$ cat config.mk
export PLATFORM = sky130hd
export DESIGN_NAME = retospect_bs_loader
export DESIGN_NICKNAME = d
export VERILOG_FILES = /design/src/rtl/retospect_bs_loader.sv
export SDC_FILE = /design/constraint.sdc
export NUM_CORES = 1
export LEC_CHECK = 0
export CAP_MARGIN = 5
export CORE_ASPECT_RATIO = 2
export CORE_UTILIZATION = 50
export DETAILED_ROUTE_END_ITERATION = 8
export GPL_TIMING_DRIVEN = 0
export MAX_ROUTING_LAYER = met4
export PLACE_DENSITY = 0.75
export SYNTH_ARGS = -nofsm -noshare
export SYNTH_HDL_FRONTEND = slang
export SYNTH_SLANG_ARGS = --single-unit
export TNS_END_PERCENT = 5
$ cat constraint.sdc
create_clock -name clk -period 2.2 [get_ports clk]
set_input_delay 0.33 -clock clk [delete_from_list [all_inputs] [get_ports clk]]
set_output_delay 0.33 -clock clk [all_outputs]
set_load 0.01 [all_outputs]
$ cat src/rtl/retospect_bs_loader.sv
// Configuration-chain loader: serializes host bytes LSB first into the neurochip chain
// and packs the bits falling out of the chain end into readback bytes.
//   state     | meaning
//   IDLE      | waiting for start
//   WAIT_BYTE | byte_ready high, chain held (config_en low)
//   SHIFT     | one chain bit per clock, readback sampled on the same edge
//   NN_PULSE  | one-cycle reset_nn to the chain
//   FINISH    | done pulse, busy already low
module retospect_bs_loader #(
    parameter int CHAIN_LEN = 1093,
    parameter int CNT_W     = 11,
    parameter int NN_AFTER  = 1
) (
    input  logic       clk,
    input  logic       reset,
    input  logic       start,
    input  logic [7:0] byte_data,
    input  logic       byte_valid,
    output logic       byte_ready,
    output logic       chain_config_en,
    output logic       chain_bs_out,
    input  logic       chain_bs_in,
    output logic [7:0] rb_data,
    output logic       rb_valid,
    output logic       chain_reset_nn,
    output logic       busy,
    output logic       done
);

    localparam logic [CNT_W-1:0] LEN  = CNT_W'(CHAIN_LEN);
    localparam logic [CNT_W-1:0] LAST = CNT_W'(CHAIN_LEN - 1);

    typedef enum logic [2:0] {IDLE, WAIT_BYTE, SHIFT, NN_PULSE, FINISH} state_t;

    state_t           state;
    logic [CNT_W-1:0] count;
    logic [6:0]       shreg;
    logic [3:0]       bits_left;
    logic [7:0]       rb_acc;
    logic [CNT_W-1:0] remain;
    logic [3:0]       nb;
    logic [7:0]       rb_next;

    // Readback bit position equals the chain bit index modulo 8.
    always_comb begin
        remain  = LEN - count;
        nb      = (remain >= CNT_W'(8)) ? 4'd8 : remain[3:0];
        rb_next = rb_acc;
        rb_next[count[2:0]] = chain_bs_in;
    end

    always_ff @(posedge clk) begin
        if (reset) begin
            state           <= IDLE;
            count           <= '0;
            shreg           <= '0;
            bits_left       <= '0;
            rb_acc          <= '0;
            rb_data         <= '0;
            rb_valid        <= 1'b0;
            byte_ready      <= 1'b0;
            chain_config_en <= 1'b0;
            chain_bs_out    <= 1'b0;
            chain_reset_nn  <= 1'b0;
            busy            <= 1'b0;
            done            <= 1'b0;
        end else begin
            rb_valid <= 1'b0;
            done     <= 1'b0;
            case (state)
                IDLE: begin
                    if (start) begin
                        state      <= WAIT_BYTE;
                        busy       <= 1'b1;
                        byte_ready <= 1'b1;
                        count      <= '0;
                        rb_acc     <= '0;
                    end
                end
                WAIT_BYTE: begin
                    if (byte_valid) begin
                        shreg           <= byte_data[7:1];
                        chain_bs_out    <= byte_data[0];
                        chain_config_en <= 1'b1;
                        byte_ready      <= 1'b0;
                        bits_left       <= nb;
                        state           <= SHIFT;
                    end
                end
                SHIFT: begin
                    shreg        <= {1'b0, shreg[6:1]};
                    chain_bs_out <= shreg[0];
                    count        <= count + CNT_W'(1);
                    bits_left    <= bits_left - 4'd1;
                    if (count[2:0] == 3'd7 || count == LAST) begin
                        rb_data  <= rb_next;
                        rb_valid <= 1'b1;
                        rb_acc   <= '0;
                    end else begin
                        rb_acc <= rb_next;
                    end
                    if (bits_left == 4'd1) begin
                        chain_config_en <= 1'b0;
                        chain_bs_out    <= 1'b0;
                        if (count == LAST) begin
                            if (NN_AFTER != 0) begin
                                chain_reset_nn <= 1'b1;
                                state          <= NN_PULSE;
                            end else begin
                                done  <= 1'b1;
                                busy  <= 1'b0;
                                state <= FINISH;
                            end
                        end else begin
                            byte_ready <= 1'b1;
                            state      <= WAIT_BYTE;
                        end
                    end
                end
                NN_PULSE: begin
                    chain_reset_nn <= 1'b0;
                    done           <= 1'b1;
                    busy           <= 1'b0;
                    state          <= FINISH;
                end
                FINISH: state <= IDLE;
                default: state <= IDLE;
            endcase
        end
    end

endmodule

==> flow_summary_export.csv <==
group,metric,value,unit
detailed_routing,vias_per_cell,5.95,
global_route,grtUsageTotal,24.8,%
clock_network,htreeDepth,2,
logic_synthesis,synth-edff-count,0,
power_and_ir_drop,power_density,575,nW/µm²
worst_setup_path,reg2reg_to,"rb_data[2]$_SDFFE_PP0P_",
power_and_ir_drop,clock_power_share,33.0,%
global_route,grt-ovfl-total,0,
power_and_ir_drop,p_leak,1.07,nW
worst_setup_path,cp-end-kind,"register",
logic_synthesis,synthDistinctLibCells,53,
worst_setup_path,crit_path_max_fanout,10,
hold_path,hold_path.class,"register to register",
global_route,grt_pass1_vias,2119,
timing,slew_headroom,61.0,%
detailed_routing,drc,0,
cells_and_area,area_growth,18.5,%
flow_run,drv_cap,0,
detailed_routing,routed_wl,6100,µm
logic_synthesis,synth.most_common_cell,"dfxtp_1",
detailed_routing,num_vias,2279,
clock_network,numCtsBuffers,5,
logic_synthesis,netlist_area,2510,µm²
logic_synthesis,async_flop_share,0,%
logic_synthesis,synth_largest_area_cell,"dfxtp_1",
floorplanning,core_area,4860,µm²
worst_setup_path,crit_chain,"clkbuf_8, inv_4, ha_1, and4_1, a31o_2, and2_0, clkbuf_4, mux2i_1, nor2_1",
clock_network,clock_sinks,48,
logic_synthesis,synth_area_leaders,"dfxtp_1, nor2_1, a22oi_1, ha_1, a21oi_1",
cells_and_area,multi_input_area,1400,µm²
global_route,grt_max_degree,16,
timing,maxSlewViolCount,0,
placed_design,hpwl,4480,µm
clock_network,cts_buffer_depth,2,
worst_setup_path,cp_slowest_cell,"dfxtp_2",
clock_network,clkLatencyLatePin,310,ps
worst_setup_path,critical_path_class,"register to register",
power_and_ir_drop,irDropWorstVdd,0.457,mV
worst_setup_path,rr_startpoint,"count[0]$_SDFFE_PP0P_",
power_and_ir_drop,intPower,1.25,mW
floorplanning,die_w,52.1,µm
power_and_ir_drop,combPwrFrac,13.7,%
timing,rsz0062_at_grt,"true",
cells_and_area,nets,347,
cells_and_area,n_antenna_cell,0,
run_status,status,"complete, no violations",
placed_design,port_buffers,27,
placed_design,place_inst,375,
timing,hold_violations,0,
clock_network,cts_tree,"done",
clock_network,cts-root-buf,"clkbuf_8",
worst_setup_path,critPathArrivalTime,2240,ps
logic_synthesis,yosys_most_used_dff,"dfxtp_1",
timing,min_period,2060,ps
floorplanning,die_area,5330,µm²
logic_synthesis,yosys.area.top_type_share,38.2,%
worst_setup_path,r2r_slack,140,ps
cells_and_area,fill_cells,437,
placed_design,gp_congestion,0.927,
floorplanning,io_pins,28,
cells_and_area,fin_cells,383,
logic_synthesis,syn_avg_cell_area,8.64,µm²
detailed_routing,first_pass_iters,4,
clock_network,clk_pin_slew,100,ps
hold_path,hold_end,"shreg[4]$_SDFFE_PP0P_",
floorplanning,die_height,102,µm
logic_synthesis,synthCells,291,
power_and_ir_drop,p_seq_share,53.3,%
power_and_ir_drop,netSwitchingPower,460,µW
logic_synthesis,seq_area_frac_synth,38.2,%
placed_design,dp_slack,-521,ps
detailed_routing,drt_iter0_drc,99,
worst_setup_path,reg2regPathDepth,9,
global_route,grt_first_pass_wirelength,9560,µm
cells_and_area,layout-drive-gt1-share,15.0,%
hold_path,whs_path_depth,2,
global_route,antenna_found_initial,0,
floorplanning,initial_core_util,51.7,%
timing,fmax,0.485,GHz
timing,timing.final.crit_share,93.7,%
timing,setup_viol,0,
detailed_routing,wl_per_cell,15.9,µm
logic_synthesis,syn_nets,313,
timing,worstMarginPinSlew,584,ps
timing,setup_slack,138,ps
detailed_routing,drt.antenna.violating_nets,0,
logic_synthesis,yosysWarnings,0,
clock_network,post_cts_buffers,0,
floorplanning,rows,36,
worst_setup_path,required,2370,ps
power_and_ir_drop,netSwitchingFraction,26.9,%
worst_setup_path,critPathLaunchType,"register",
logic_synthesis,synthTopCellsByCount,"dfxtp_1, nor2_1, nand2_1, a21oi_1, a22oi_1",
timing,timing.hold.ws,463,ps
worst_setup_path,slowest_delay,370,ps
hold_path,holdCritStartpoint,"shreg[4]$_SDFFE_PP0P_",
logic_synthesis,ys_ff_latch,48,
timing,fin_skew,15.1,ps
cells_and_area,seq_area,963,µm²
[area by class of cell]
class                      instances  area share, %
tap                               57           2.39
clock inverter                     2          0.462
multi-input combinational        215           47.1
timing repair buffer              27           9.08
sequential                        48           32.4
clock buffer                       6           2.77
buffer                            21           4.83
inverter                           7          0.966
[state kept, by name (all words and copies together), names as in the netlist]
signal,cells
count,11
rb_acc,8
rb_data,8
shreg,7
bits_left,4
state,3
busy,1
byte_ready,1
chain_bs_out,1
chain_config_en,1
chain_reset_nn,1
done,1
rb_valid,1
[per-stage QoR]
| step | total power, mW | utilization, % | area, µm² | setup TNS (ps) |
|---|---|---|---|---|
| 2_1_floorplan | 1.07 | - | 2510 | 0 |
| 3_3_place_gp | 1.16 | 58.7 | 2860 | -7160 |
| 3_5_place_dp | 1.16 | 58.7 | 2860 | -7470 |
| 4_1_cts | 1.73 | 61.0 | 2970 | 0 |
| 5_1_grt | 1.79 | 61.2 | 2980 | -0.902 |
| 6_report | 1.71 | 61.2 | 2980 | 0 |
[layer usage]
metal  global-route usage [%]  share of wire (%)
met3                     4.46                4.4
met1                     22.5                 36
met2                     45.6                 56
met5                        -                  0
met4                     14.8                3.3
[power groups by stage]
stage	sequential, mW	combinational, mW	clock (mW)
after floorplan	0.931	0.141	0
after global placement	0.930	0.226	0
after detailed placement	0.931	0.228	0
after CTS	0.911	0.232	0.588
after global routing	0.916	0.257	0.616
final	0.912	0.235	0.565
[worst max-delay path, delay by kind of cell (launching register included)]
kind                       cells  cell delay, ps
adders and majority gates      1             200
DFF                            1             370
muxes                          1             180
AOI/OAI and AO/OA              1             290
buffers and inverters          3             450
and+or+nand+nor                3             450
[kinds of logic (layout without fill, tap and decap cells)]
| group | Yosys count | in the layout | share of synthesized area, % |
|---|---|---|---|
| AO/OA/AOI/OAI | 70 | 70 | 20.2 |
| buffers and inverters | 28 | 63 | 6.27 |
| multiplexers | 17 | 17 | 7.12 |
| adder cells (fa/ha/maj) | 9 | 9 | 4.48 |
| AND/OR/NAND/NOR | 119 | 119 | 23.7 |
| flip-flops | 48 | 48 | 38.2 |
[cell usage in the layout (no fill, tap or decap), types with 2 or more instances in the layout]
| cell type | instances |
|---|---|
| nor3_1 | 10 |
| mux2i_1 | 10 |
| o311ai_0 | 2 |
| a311oi_1 | 3 |
| a211oi_1 | 3 |
| o21ai_0 | 5 |
| nand2_1 | 27 |
| nor3b_1 | 2 |
| o32ai_1 | 2 |
| buf_4 | 2 |
| nand4_1 | 3 |
| buf_6 | 2 |
| and3_1 | 6 |
| and2_1 | 4 |
| ha_1 | 9 |
| nand3_1 | 2 |
| or4_1 | 2 |
| a31o_2 | 5 |
| a31oi_1 | 2 |
| dfxtp_2 | 2 |
| or3_1 | 4 |
| dfxtp_1 | 46 |
| a21oi_1 | 21 |
| a21boi_0 | 4 |
| inv_1 | 6 |
| mux2_2 | 7 |
| a22oi_1 | 17 |
| nor2_1 | 42 |
| clkbuf_1 | 6 |
| clkdlybuf4s50_1 | 27 |
| buf_2 | 6 |
| clkbuf_8 | 9 |
| nand3b_1 | 2 |
[worst max-delay path by stage]
stage                               start  cells past startpoint                 endpoint
floorplan           count[0]$_SDFFE_PP0P_                      9  rb_data[0]$_SDFFE_PP0P_
global placement    count[0]$_SDFFE_PP0P_                      8   rb_acc[7]$_SDFFE_PP0P_
detailed placement  count[0]$_SDFFE_PP0P_                      8   rb_acc[2]$_SDFFE_PP0P_
CTS                 count[0]$_SDFFE_PP0P_                      9  rb_data[2]$_SDFFE_PP0P_
global route        state[2]$_SDFFE_PP0P_                      6    count[3]$_SDFFE_PP0P_
finish              count[0]$_SDFFE_PP0P_                      9  rb_data[2]$_SDFFE_PP0P_
[timing repair]
action | 4_1_cts | 5_1_grt
setup endpoints to repair | 18 | 15
gates cloned | 0 | 0
hold buffers | 0 | 0
pin swaps | 0 | 0
gates resized for setup | 5 | 5
Note: power is estimated with default switching activity, not from simulation.
